==> config.mk <==
export PLATFORM = sky130hd
export DESIGN_NAME = pixel_write_port
export DESIGN_NICKNAME = d
export VERILOG_FILES = /design/src/rtl/pixel_write_port.sv
export SDC_FILE = /design/constraint.sdc
export NUM_CORES = 1
export LEC_CHECK = 0
export CORE_ASPECT_RATIO = 1.5
export CORE_MARGIN = 2
export CORE_UTILIZATION = 56
export DETAILED_ROUTE_END_ITERATION = 8
export PLACE_DENSITY = 0.89
export SYNTH_ARGS = -nofsm -noshare
export SYNTH_HDL_FRONTEND = slang
export SYNTH_SLANG_ARGS = --single-unit
==> constraint.sdc <==
create_clock -name clk -period 5.3 [get_ports clk]
set_input_delay 0.795 -clock clk [delete_from_list [all_inputs] [get_ports clk]]
set_output_delay 0.795 -clock clk [all_outputs]
set_load 0.03 [all_outputs]
==> src/rtl/pixel_write_port.sv <==
// Pixel write port: queues plot requests in a small FIFO and drains them into a
// framebuffer write port. Off-screen pixels are dropped and counted.
module pixel_write_port #(
   parameter int SCREEN_W = 320,
   parameter int SCREEN_H = 240,
   parameter int DEPTH    = 4
) (
   input  logic        clk,
   input  logic        resetn,
   input  logic        plot,
   input  logic [8:0]  x,
   input  logic [8:0]  y,
   input  logic [5:0]  colour,
   output logic        ready,
   input  logic        fb_ready,
   output logic        fb_we,
   output logic [16:0] fb_addr,
   output logic [5:0]  fb_data,
   output logic        busy,
   output logic [7:0]  clip_count
);

   // state | meaning
   // IDLE  | FIFO empty, no write pending
   // ISSUE | FIFO non-empty, head popped whenever fb_ready is high
   typedef enum logic {IDLE, ISSUE} state_t;

   localparam int          AW     = $clog2(DEPTH);
   localparam logic [AW:0] FULL   = (AW+1)'(DEPTH);
   localparam logic [9:0]  W_LIM  = 10'(SCREEN_W);
   localparam logic [9:0]  H_LIM  = 10'(SCREEN_H);

   state_t          state_q, state_d;
   logic [AW:0]     count_q, count_d;
   logic [AW-1:0]   wr_ptr_q, rd_ptr_q;
   logic [23:0]     mem [DEPTH];
   logic            fb_we_q, fb_we_d;
   logic [16:0]     fb_addr_q, fb_addr_d;
   logic [5:0]      fb_data_q, fb_data_d;
   logic [7:0]      clip_q, clip_d;

   logic            push, pop, on_screen;
   logic [8:0]      head_x, head_y;
   logic [5:0]      head_c;
   logic [16:0]     addr_calc;

   // Full blocks a push even when a pop happens on the same edge.
   assign ready     = (count_q != FULL);
   assign push      = plot && ready;
   assign pop       = (state_q == ISSUE) && fb_ready;

   assign head_x    = mem[rd_ptr_q][23:15];
   assign head_y    = mem[rd_ptr_q][14:6];
   assign head_c    = mem[rd_ptr_q][5:0];
   assign on_screen = ({1'b0, head_x} < W_LIM) && ({1'b0, head_y} < H_LIM);
   assign addr_calc = 17'(head_y) * 17'(SCREEN_W) + 17'(head_x);

   always_comb begin
      state_d   = state_q;
      count_d   = count_q;
      fb_we_d   = 1'b0;
      fb_addr_d = fb_addr_q;
      fb_data_d = fb_data_q;
      clip_d    = clip_q;

      case ({push, pop})
         2'b10:   count_d = count_q + 1'b1;
         2'b01:   count_d = count_q - 1'b1;
         default: count_d = count_q;
      endcase

      case (state_q)
         IDLE:  if (push) state_d = ISSUE;
         ISSUE: if (pop && !push && (count_q == (AW+1)'(1))) state_d = IDLE;
         default: state_d = IDLE;
      endcase

      if (pop) begin
         if (on_screen) begin
            fb_we_d   = 1'b1;
            fb_addr_d = addr_calc;
            fb_data_d = head_c;
         end else if (clip_q != 8'hFF) begin
            clip_d = clip_q + 8'd1;
         end
      end
   end

   always_ff @(posedge clk or negedge resetn) begin
      if (!resetn) begin
         state_q   <= IDLE;
         count_q   <= '0;
         wr_ptr_q  <= '0;
         rd_ptr_q  <= '0;
         fb_we_q   <= 1'b0;
         fb_addr_q <= '0;
         fb_data_q <= '0;
         clip_q    <= '0;
      end else begin
         state_q   <= state_d;
         count_q   <= count_d;
         fb_we_q   <= fb_we_d;
         fb_addr_q <= fb_addr_d;
         fb_data_q <= fb_data_d;
         clip_q    <= clip_d;
         if (push) wr_ptr_q <= wr_ptr_q + 1'b1;
         if (pop)  rd_ptr_q <= rd_ptr_q + 1'b1;
      end
   end

   // Storage needs no reset: occupancy is tracked by count_q alone.
   always_ff @(posedge clk) begin
      if (push) mem[wr_ptr_q] <= {x, y, colour};
   end

   assign fb_we      = fb_we_q;
   assign fb_addr    = fb_addr_q;
   assign fb_data    = fb_data_q;
   assign clip_count = clip_q;
   assign busy       = (count_q != '0) || fb_we_q;

endmodule
==> results of run 1 <==
sequential cells by signal, indices dropped and copies added, names as in the netlist:
name / count
rd_ptr_q: 2
count_q: 3
fb_data: 6
wr_ptr_q: 2
fb_addr: 17
state_q: 1
mem: 96
clip_count: 8
fb_we: 1
cells in the mapped netlist, drive strengths merged (3+ instances only):
master / number / area share
xor2: 8 / 0.012
buf: 9 / 0.015
o21ai: 15 / 0.014
inv: 13 / 0.0082
nand2: 18 / 0.011
nor2: 9 / 0.0069
a31oi: 4 / 0.0053
a21oi: 3 / 0.0025
dfrtp: 40 / 0.17
ha: 27 / 0.057
mux4: 24 / 0.091
xnor2: 16 / 0.024
mux2: 15 / 0.037
nand4: 5 / 0.0053
o2111ai: 4 / 0.0059
nand3: 4 / 0.0042
and3: 6 / 0.0063
edfxtp: 96 / 0.48
metal layers:
metal  vias to the layer above  global-route usage
li1                       1487                   -
met1                      1687              0.2367
met2                        96              0.3792
met3                        18             0.06009
met4                         0             0.08734
met5                         -                   0
metrics by stage:
stage	hold slack (ps)	std cells	util	instance area, sq um
after floorplan	457.1	344	-	5948
after global placement	464.6	545	0.6386	6689
after detailed placement	478.1	545	0.6386	6689
after CTS	490.0	576	0.6972	7303
after global routing	505.7	576	0.6972	7303
final	481.7	576	0.6972	7303
worst max path at each step:
stage | from | endpoint | slack (ps) | cells after the start
6_report | rd_ptr_q[0] | fb_addr[15] | 1190 | 10
5_1_grt | rd_ptr_q[0] | fb_addr[15] | 960 | 10
4_1_cts | rd_ptr_q[0] | fb_addr[15] | 1200 | 10
3_5_place_dp | rd_ptr_q[0] | fb_addr[15] | 1350 | 10
3_3_place_gp | rd_ptr_q[0] | fb_addr[15] | 1390 | 10
2_1_floorplan | rd_ptr_q[0] | fb_addr[15] | 1500 | 11
layout by cell type (no fill, tap or decap), drive strengths merged, types with 2 or more instances in the layout:
master / instances
a21oi: 3
or4: 2
o21ba: 2
buf: 7
inv: 13
a31oi: 4
nand3: 4
fa: 2
nor2b: 2
clkinv: 6
bufinv: 5
dfrtp: 40
o21ai: 15
nand4: 5
ha: 27
a211oi: 2
xnor2: 16
a21o: 2
mux2: 15
clkdlybuf4s50: 60
mux4: 24
nor2: 9
nand2: 18
and3: 6
clkbuf: 19
o2111ai: 4
edfxtp: 96
xor2: 8
layout make-up:
type / count / area [sq um]
inverters: 13 / 48.80
clock buffers: 19 / 432.9
repair buffers: 67 / 650.6
multi-input cells: 185 / 1924
flip-flops and latches: 136 / 3885
well taps: 144 / 180.2
fillers: 691 / 3172
clock inverters: 12 / 181.4
worst min-delay path, cell delays in order (launching register included):
cell,delay [ps]
dfrtp_1,340
nand2_1,50
o21ai_1,60
logic make-up (layout without fill, tap and decap cells):
group                      count (synthesis)  after routing  synth area share
adders and majority gates                 29             29           0.06353
AOI/OAI and AO/OA                         39             39           0.04712
and+or+nand+nor                           53             53           0.04838
muxes                                     40             40            0.1292
buffers and inverters                     23            111           0.02356
xor gates and xnor gates                  24             24           0.03534
DFF                                      136            136            0.6529
==> run_results.csv, run 1 <==
group,metric,value,unit
drt,dr_wl_met3,425,microns
die,ios,62,
setup_path,cp.arrival,4440,ps
clock_network,cts_buffers,17,
clock_network,clk_pin_slew,50,ps
sta,slew-limit-headroom,0.3814,
logic_synthesis,synthFlopType,"edfxtp_1",
logic_synthesis,syn_nets,401,
die,initial_core_util,0.5678,
drt,num_vias,3288,
clock_network,holdBufCountCts,0,
setup_path,critPathBufInv,1,
logic_synthesis,synthesis.area,5948,sq um
drt,drcViolationCount,0,
global_route,grt_pass1_wl,17730,microns
drt,totalWireLength,11260,microns
hold_path,min_path_cells,2,
place,dpl.hpwl,7245,microns
drt,ant_nets,0,
setup_path,start_kind,"flip-flop",
drt,route.met2.wl,6322,microns
setup_path,r2r_cells,10,
sta,fmax,0.2433,GHz
layout,nets,477,
layout,syn2layout_area_growth,22.78,%
setup_path,rr_endpoint,"fb_addr[15]",
die,dieArea,11480,sq um
die,core_area,10480,sq um
clock_network,cts_setup_buffers,0,
setup_path,cp_top_family,"simple AND/OR/NAND/NOR gates",
global_route,grt_pass1_vias,3529,
sta,fin_setup_tns,0,ps
sta,rsz0062_at_grt,"no",
die,rows,46,
setup_path,r2r_start,"rd_ptr_q[0]",
sta,setup_viol,0,
clock_network,clock_latency,410,ps
clock_network,clock-sinks,136,
setup_path,endpoint_kind,"flip-flop",
hold_path,holdPathEnd,"fb_addr[14]",
setup_path,crit_chain,"buf_4 > mux4_2 > ha_1 > ha_1 > fa_1 > a211oi_2 > or4b_2 > nand4_1 > or4_1 > a31oi_1",
setup_path,crit_top_cell,"ha_1",
drt,via_per_inst,5.708,
die,die_w,88.15,microns
sta,finalHoldViolCount,0,
logic_synthesis,ys_types,50,
sta,worst_pin_slew,927.9,ps
logic_synthesis,synth_warnings,0,
logic_synthesis,synth_cells,344,
drt,drt_iter0_drc,199,
setup_path,timing_worst_setup_path_type,"flip-flop to flip-flop",
place,pre_cts_slack,1350,ps
logic_synthesis,synth-edff-count,96,
sta,fin_skew,8.974,ps
global_route,grt_overflow,0,
die,die_h,130.2,microns
drt,wl_per_cell,19.55,microns
job,drv_cap,0,
status,outcome,"finished clean",
drt,wl_met1,4278,microns
clock_network,cts-resized-gates,0,
layout,n_antenna_cell,0,
place,io_buffers,61,
sta,setup_slack,1189,ps
logic_synthesis,async_flop_share,0.2941,
logic_synthesis,ys_ff_latch,136,
drt,dr.pass1.iters,4,
global_route,grt_max_degree,41,
global_route,antenna_found_initial,0,
place,gp_congestion,0.8253,
sta,fin_crit,4111,ps
setup_path,critical_path_required,5620,ps
clock_network,cts_root_buf,"clkbuf_16",
hold_path,min_from,"fb_addr[14]",
logic_synthesis,synth_area_per_cell,17.29,sq um
setup_path,r2r_slack,1190,ps
hold_path,min_path_type,"flip-flop to flip-flop",
drt,top_layer,"met4",
setup_path,cp_slowest_cell,"dfrtp_2",
global_route,grt_use_total,0.2126,
layout,final_layout_size_suffix_gt1_frac,0.1921,
clock_network,clockBufferDepth,2,
setup_path,max_stage_delay,630,ps
sta,fin_crit_sh,0.7756,
logic_synthesis,seq_area_frac_synth,0.6529,
sta,drv_slew,0,
setup_path,path_max_fanout,14,
clock_network,cts_tree,"done",
clock_network,ctsHtreeMaxLevel,4,
Power of run 1 is not shown: default switching activity piles up to over one toggle a cycle in this logic, so the estimate is an artifact.
==> run 2: changes to the inputs <==
CORE_UTILIZATION = 51   (was 56)
PLACE_DENSITY = 0.86   (was 0.89)
clock period = 3.4 ns   (was 5.3 ns; I/O delays follow)
==> run 2 against run 1 <==
  * The run now ends with negative setup slack left
  * First-iteration DRC count fell by 44%
  * Worst hold slack got worse by 250 ps
  * Sequential share of layout area fell by 1.6 points
  * Non-clock buffer count rose by 17
  * Via count rose by 3.2%
  * Global-route usage fell by 1.0 points
  * Design area rose by 3.1%
  * Core utilization fell by 4.1 points
  * Fmax rose by 20%
  * Clock skew fell by 0.74 ps
  * Die area rose by 9.4%
==> run_results.csv, run 2 (same netlist as run 1, synthesis figures left out) <==
group,metric,value,unit
layout,nets,494,
sta,slew-limit-headroom,0.3824,
layout,final_layout_size_suffix_gt1_frac,0.2622,
drt,drt_iter0_drc,111,
sta,drv_slew,0,
die,ios,62,
global_route,busiest_layer,"met2",
sta,setup_viol,1,
global_route,met3_usage,0.05599,
place,dpl.hpwl,7592,microns
drt,totalWireLength,11980,microns
place,gp_congestion,0.8203,
setup_path,critical_path_required,3740,ps
clock_network,clock-sinks,136,
layout,largest-register,"mem",
global_route,antenna_found_initial,0,
hold_path,min_path_type,"input pin to asynchronous set/reset pin",
setup_path,max_stage_delay,590,ps
setup_path,crit_chain,"buf_4 > mux4_2 > ha_4 > ha_4 > fa_2 > o2111ai_2 > or4_4 > or4_1 > a31oi_1",
drt,dr.pass1.iters,4,
drt,via_per_inst,5.653,
job,drv_cap,0,
drt,wl_per_cell,19.97,microns
clock_network,cts_tree,"done",
place,io_buffers,61,
layout,final_common_cell,"edfxtp_1",
drt,ant_nets,0,
setup_path,cp_slowest_cell,"mux4_2",
layout,fillers,761,
setup_path,path_max_fanout,7,
sta,finalHoldViolCount,0,
setup_path,start_kind,"flip-flop",
setup_path,crit_top_cell,"ha_4",
status,outcome,"finished with violations",
die,die_w,92.18,microns
die,rows,48,
layout,largest_reg_flops,96,
die,die_h,136.3,microns
layout,multi_input_area,1984,sq um
clock_network,cts_buffers,17,
sta,setup_slack,-31.42,ps
sta,fin_crit_sh,1.009,
sta,rsz0062_at_grt,"yes",
global_route,grt_overflow,0,
sta,fin_crit,3431,ps
layout,n_antenna_cell,0,
setup_path,timing_worst_setup_path_type,"flip-flop to flip-flop",
clock_network,ctsHtreeMaxLevel,4,
sta,fin_skew,8.236,ps
clock_network,holdBufCountCts,0,
drt,num_vias,3392,
global_route,use_met2,0.3742,
clock_network,clock_latency,420,ps
global_route,grt_use_total,0.2026,
global_route,grt_use_met1,0.2133,
place,pre_cts_slack,-80.02,ps
sta,fmax,0.2914,GHz
layout,final_cell_mix,"96 x edfxtp_1, 60 x clkdlybuf4s50_1, 38 x dfrtp_1",
clock_network,clockBufferDepth,2,
layout,layout.area.seq,3886,sq um
die,dieArea,12560,sq um
setup_path,endpoint_kind,"flip-flop",
setup_path,r2r_cells,9,
clock_network,clk_pin_slew,60,ps
sta,worst_pin_slew,926.4,ps
setup_path,cp.arrival,3770,ps
drt,drcViolationCount,0,
layout,syn2layout_area_growth,26.63,%
clock_network,cts_root_buf,"clkbuf_16",
status,violations,"negative setup slack",
global_route,grt_pass1_wl,18730,microns
global_route,grt_pass1_vias,3668,
die,core_area,11470,sq um
die,initial_core_util,0.5185,
global_route,grt_max_degree,41,
==> run 2: cell types whose count changed in the layout (fill, tap and decap cells not counted), sizes merged <==
cell and delta:
clkinv -2, inv +5, clkbuf -2, buf +17
clkinvlp +1, bufinv -1
==> run 2: timing repair <==
action / 4_1_cts / 5_1_grt
setup endpoints to repair: 2 / 3
resized for setup: 1 / 8
pin swaps: 0 / 2
endpoints found under the hold margin: 0 / 0
setup buffers: 4 / 3
==> run 2: worst paths after layout <==
| path | from | to | slack [ps] |
|---|---|---|---|
| max in group asynchronous | resetn | rd_ptr_q[1] | 2530 |
| hold / removal | resetn | clip_count[2] | 230 |
| setup reg to reg | rd_ptr_q[0] | fb_addr[15] | -30 |
| setup / recovery | rd_ptr_q[0] | fb_addr[15] | -30 |
| min in group clk | clip_count[5] | clip_count[5] | 480 |
| hold reg to reg | clip_count[5] | clip_count[5] | 480 |
==> run 2: stage by stage <==
stage / hold slack [ps] / cells / utilization / setup TNS [ps] / cell area [sq um]
2_1_floorplan: 214.4 / 344 / - / -80.94 / 6005
3_3_place_gp: 465.9 / 561 / 0.5938 / 0 / 6812
3_5_place_dp: 477.3 / 561 / 0.5938 / -80.02 / 6812
4_1_cts: 255.4 / 597 / 0.6522 / 0 / 7481
5_1_grt: 303.9 / 600 / 0.6566 / -185.5 / 7532
6_report: 231.4 / 600 / 0.6566 / -31.42 / 7532
==> run 2: per-layer routing <==
layer	up-vias	wire [microns]
li1	1518	-
met1	1727	4255
met2	112	6754
met3	35	520
met4	0	448
met5	-	0
==> run 2: layout make-up <==
cell class | instances | area share
Clock buffer | 17 | 0.05648
Clock inverter | 15 | 0.02841
Inverter | 13 | 0.006478
Multi-Input combinational cell | 185 | 0.2635
Sequential cell | 136 | 0.5159
Tap cell | 150 | 0.02492
Timing Repair Buffer | 84 | 0.1043
==> run 2: worst max-delay path, delay by kind of cell, from the launching register on <==
| family | cells | cell delay, ps |
|---|---|---|
| AOI/OAI and AO/OA | 2 | 280 |
| adders and majority gates | 3 | 1010 |
| buffers and inverters | 1 | 160 |
| DFF | 1 | 450 |
| muxes | 1 | 590 |
| and+or+nand+nor | 2 | 870 |
Power of run 2 is left out for the same reason.
